==> config.mk <==
export PLATFORM = sky130hd
export DESIGN_NAME = ibsm
export DESIGN_NICKNAME = d
export VERILOG_FILES = /design/src/rtl/ibsm.sv
export SDC_FILE = /design/constraint.sdc
export NUM_CORES = 1
export LEC_CHECK = 0
export BUFFER_PORTS_ARGS = -buffer_cell sky130_fd_sc_hd__buf_2
export CAP_MARGIN = 20
export CELL_PAD_IN_SITES_DETAIL_PLACEMENT = 2
export CELL_PAD_IN_SITES_GLOBAL_PLACEMENT = 2
export CORE_MARGIN = 3
export CORE_UTILIZATION = 17
export DETAILED_ROUTE_END_ITERATION = 7
export GPL_TIMING_DRIVEN = 0
export PLACE_DENSITY = 0.65
export SYNTH_ARGS = -nofsm -noshare
export SYNTH_HDL_FRONTEND = slang
export SYNTH_SLANG_ARGS = --single-unit
export TNS_END_PERCENT = 50
==> constraint.sdc <==
create_clock -name clk -period 1 [get_ports clk]
set_clock_uncertainty 0.05 [all_clocks]
set_input_delay 0.1 -clock clk [delete_from_list [all_inputs] [get_ports clk]]
set_output_delay 0.1 -clock clk [all_outputs]
set_load 0.05 [all_outputs]
==> src/rtl/ibsm.sv <==
// Input-buffer state machine: requests a crossbar output for the head packet of
// one input FIFO and pops it flit by flit once the arbiter grants.
module ibsm #(
  parameter int PKTW = 9,
  parameter int PORT = 3
) (
  input  logic            clk,
  input  logic            rst,
  input  logic            ack,
  input  logic [PKTW:0]   pkto,
  input  logic [PORT:0]   reqi,
  input  logic            empty,
  output logic            re,
  output logic [PORT:0]   req
);

  typedef enum logic [1:0] {
    IDLE = 2'b00,
    REQ  = 2'b01,
    SEND = 2'b10
  } state_t;

  localparam logic [1:0] TYPE_HEAD = 2'b10;
  localparam logic [1:0] TYPE_BODY = 2'b01;
  localparam logic [1:0] TYPE_TAIL = 2'b11;

  state_t      state;
  state_t      state_next;
  logic [PORT:0] req_next;
  logic        re_raw;
  logic [1:0]  flit_type;

  assign flit_type = pkto[PKTW:PKTW-1];

  always_ff @(posedge clk or negedge rst) begin
    if (!rst) begin
      state <= IDLE;
      req   <= '0;
    end else begin
      state <= state_next;
      req   <= req_next;
    end
  end

  // Only a tail ends SEND; a header seen mid-packet is forwarded like any flit.
  always_comb begin
    state_next = state;
    req_next   = req;
    re_raw     = 1'b0;
    case (state)
      IDLE: begin
        req_next = '0;
        if (!empty) begin
          if (flit_type == TYPE_HEAD) begin
            req_next   = reqi;
            state_next = REQ;
          end else if (flit_type == TYPE_BODY || flit_type == TYPE_TAIL) begin
            re_raw = 1'b1;
          end
        end
      end
      REQ: begin
        if (ack) state_next = SEND;
      end
      SEND: begin
        re_raw = ack & ~empty;
        if (re_raw && flit_type == TYPE_TAIL) begin
          state_next = IDLE;
          req_next   = '0;
        end
      end
      default: begin
        state_next = IDLE;
        req_next   = '0;
      end
    endcase
  end

  // The pop strobe must stay low for the whole time reset is held.
  assign re = re_raw & rst;

endmodule

---- Word level (Yosys, flattened, before mapping) ----
Index checks and enable logic that the tools add are counted.
operators by class
  $add $sub $neg .......................... 0
  multipliers ............................. 0
  divide/modulo/power cells ............... 0
  order comparisons ....................... 0
  equality and inequality tests ........... 9
  shift operators ......................... 0
  mux-type cells .......................... 13
  bitwise logic cells ..................... 4
  reductions and logical operators ........ 5
operator list
  operator              number
  $mux W4               3
  $pmux W4 S3           1
  $mux W2               4
  $ne A2 B2 Y1 const B  4
  $eq A2 B2 Y1 const B  3
  $pmux W2 S3           1
  $eq A2 B1 Y1 const B  2
  $reduce_and A4 Y1     1
  $mux W1               3
  $and A1 B1 Y1         2
  $logic_not A2 Y1      1
  $not A1 Y1            2
  $pmux W1 S2           1
  $reduce_and A2 Y1     1
  $logic_and A1 B1 Y1   1
  $logic_or A1 B1 Y1    1
storage, ports and cells
  register bits ........................... 6
  bits in latches ......................... 0
  bits in writable memories ............... 0
  memory bits (read-only) ................. 0
  input bits .............................. 18
  output and inout bits ................... 5
  word-level logic and storage cells ...... 33
  memories kept ........................... 0

---- Longest topological paths before layout ----
  word-level depth ........................ 7
  depth in mapped cells ................... 3
  gate-level depth less buffers ........... 3

---- Least setup slack after synthesis ----
Ideal clock, no wire load.
  path type ............................... reg-to-output
  start ................................... register state[1]
  end ..................................... output port re
  arrival time ............................ 2165 ps
  data required time ...................... 850 ps
  slack ................................... -1315 ps
  cell stages (with the launch flop) ...... 3
  buffers on the path ..................... 0
  path through ............................ dfrtp_1 mux2i_1 nor4b_1
between the ends
  word-level cells in the longest chain between the ends .. 3
  elaborated cells on any way between the ends .. 4
  those cells by class .................... eq/ne (1); mux (1); bitwise (1); reduce/logical (1)
ends and longest elaborated chain
  item                                                     RTL line  text
  from (decl)                                              27        state_t state;
  from (signal assigned)                                   40        state <= state_next;
  $eq A2 B2 Y1 / $logic_not A2 Y1 (equally long branches)  50        case (state)
  $pmux W1 S2 (*)                                          50
  $and A1 B1 Y1 (*)                                        80        assign re = re_raw & rst;
  to (decl)                                                13        output logic re,
Every way passes the cells marked *; elsewhere a longest branch is shown, timed or not.

---- Worst setup path after layout ----
Same ends and word-level chain as after synthesis.

==> impl_metrics.tcl <==
set metrics [dict create \
    p_leak_nw 0.2499 \
    ys_types 12 \
    yosys_warnings 0 \
    synth_common_cells "6 x dfrtp_1, 4 x a22o_1, 2 x nand2b_1" \
    vias_per_cell 4.607 \
    ant_nets 0 \
    die-area_um2 2180 \
    synth_area_um2 281.5 \
    start_util_pct 18.47 \
    critical_path_class "reg -> out" \
    setup_violations 7 \
    timing.rr.start "state[1]" \
    slew_violations 0 \
    worst-r2r-cell-count 5 \
    yosysSeqAreaShare_pct 53.33 \
    grt_pass1_vias 355 \
    die_width_um 46.70 \
    synth_edf_count 0 \
    synth_top_area_share_pct 53.33 \
    required_ns 0.85 \
    start_kind "flip-flop" \
    nFillCells 167 \
    numPortBuffers 14 \
    path_max_fanout 2 \
    core_um2 1524 \
    cts_tree "yes" \
    syn_nets 39 \
    antenna_found_initial 0 \
    h-tree-depth 1 \
    overflow 0 \
    diodes 0 \
    grt_pass1_wl_um 1621 \
    drc 0 \
    cts_root_buffer "clkbuf_4" \
    cts_sinks 6 \
    wire_per_inst_um 16.44 \
    regArea_um2 152.6 \
    die_h_um 46.70 \
    place_inst 51 \
    relSlewSlack_pct 80.14 \
    async_reset_ff_share_pct 100.0 \
    instances_no_fill 61 \
    fp-row-count 14 \
    fin_crit_ns 1.366 \
    grtUsageTotal_pct 11.48 \
    max-vdd-ir-drop_v 0.0007639 \
    worstReg2RegEnd "state[0]" \
    first_pass_iters 2 \
    min_period_over_period_pct 136.6 \
    synth_seq_cells 6 \
    multi_input_area_um2 162.7 \
    io_pins 23 \
    place_congestion 0.6836 \
    cp.arrival_ns 1.22 \
    power_density_nw_per_um2 2020 \
    dp_hpwl_um 774.3 \
    cts-buffers-inserted 3 \
    min_to "req[0]" \
    r2r_setup_slack_ns -0.32 \
    clk_pin_slew_worst_paths_ns 0.05 \
    synth.avg_cell_area_um2 13.41 \
    synth.largest_area_cell "dfrtp_1" \
    cts_buffer_depth 2 \
    worst_pin_slew_ns 0.2969 \
    synth_most_common_cell "dfrtp_1" \
    clk_latency_ns 0.24 \
    max_freq_mhz 732.2 \
    min_from "reqi[0]" \
    hold_class "in -> reg" \
    fin_ws_ns -0.3657 \
    fin_nets 65 \
    grt_max_degree 7 \
    status "finished, violations left" \
    ys.flop_type "dfrtp_1" \
    area_delta_synth_final_pct 84.00 \
    violations "setup timing" \
    drt-initial-drc-count 1 \
    drv_cap 0 \
    num_vias 281 \
    critPathCaptureType "output port" \
    finalHoldViolCount 0 \
    final_layout_size_suffix_gt1_share_pct 68.89 \
    synth_area_leaders "dfrtp_1 53%, a22o_1 12%, nor4_4 7.6%, nand2b_1 4.4%, and4b_1 3.6%" \
    rsz0062_at_grt "true" \
    syn_inst 21 \
    postRouteWirelength_um 1003 \
    whs_path_depth 2 \
    total_power_mw 1.046 \
]
[worst max path at each step]
stage	slack [ns]	startpoint	cells past startpoint	to
5_1_grt	-0.44	state[1]	3	re
3_3_place_gp	-0.23	state[1]	3	re
4_1_cts	-0.38	state[1]	3	re
2_1_floorplan	-0.34	state[1]	2	re
6_report	-0.37	state[1]	3	re
3_5_place_dp	-0.26	state[1]	3	re
[power breakdown]
group,total [mW],internal (mW),leakage (nW),switching [mW]
sequential,0.333,0.291,0.0785,0.0417
clock,0.225,0.136,0.0138,0.0887
combinational,0.489,0.246,0.158,0.243
total,1.05,0.673,0.250,0.374
[critical path, cell delays in order, from the launching register on]
cell and delay, ns:
dfrtp_2 0.41, mux2i_1 0.15, nor4b_4 0.23, buf_6 0.19
[metrics by stage]
stage,cell area [um^2],utilization [%],setup TNS [ns],worst slack (ns),hold slack (ns)
floorplan,296.5,-,-0.7351,-0.3444,-0.2456
global placement,386.6,25.37,-0.9574,-0.2329,-0.1162
detailed placement,386.6,25.37,-1.425,-0.2559,-0.1045
CTS,493.0,32.35,-2.304,-0.3836,0.03229
global route,518.0,33.99,-2.511,-0.4431,0.02775
finish,518.0,33.99,-2.105,-0.3657,0.03817
[sequential cells by signal (all words and copies together) (netlist names)]
signal,count
state,2
req,4
[cells by family after synthesis]
family	count (synthesis)	synth area share, %
buffers and inverters	1	1.332
and+or+nand+nor	6	21.33
muxes	1	3.556
DFF	6	53.33
AOI/OAI and AO/OA	7	20.45
[area by class of cell]
class                           instances  area share, %
Tap cell                               16          3.865
Sequential cell                         6          29.47
Clock buffer                            3          4.348
Multi-Input combinational cell         14          31.40
Inverter                                1         0.7246
Timing Repair Buffer                   21          30.19
[repair_timing]
action	CTS	global route
resized for setup	10	6
hold endpoints to repair	6	0
buffers inserted	6	0
endpoints found under the setup margin	11	10
gates cloned	0	0
hold buffers	1	0
pin swaps	5	4
[per-layer routing]
layer	part of all wire, %	global-route usage (%)
met1	39	12.41
met4	0	4.972
met2	53	20.33
met5	0	0
met3	8.2	3.516
[cells in the final DEF (no fill, tap or decap)]
| cell type | n |
|---|---|
| a22o_1 | 4 |
| and4b_1 | 1 |
| buf_2 | 9 |
| buf_4 | 6 |
| buf_6 | 5 |
| clkbuf_4 | 3 |
| dfrtp_1 | 4 |
| dfrtp_2 | 2 |
| dlygate4sd3_1 | 1 |
| inv_1 | 1 |
| mux2i_1 | 1 |
| nand2b_1 | 1 |
| nand2b_2 | 1 |
| nor4_4 | 1 |
| nor4b_4 | 1 |
| o21ai_4 | 1 |
| o21bai_1 | 1 |
| o22ai_2 | 1 |
| or2b_4 | 1 |
(Power assumes the default switching activity.)
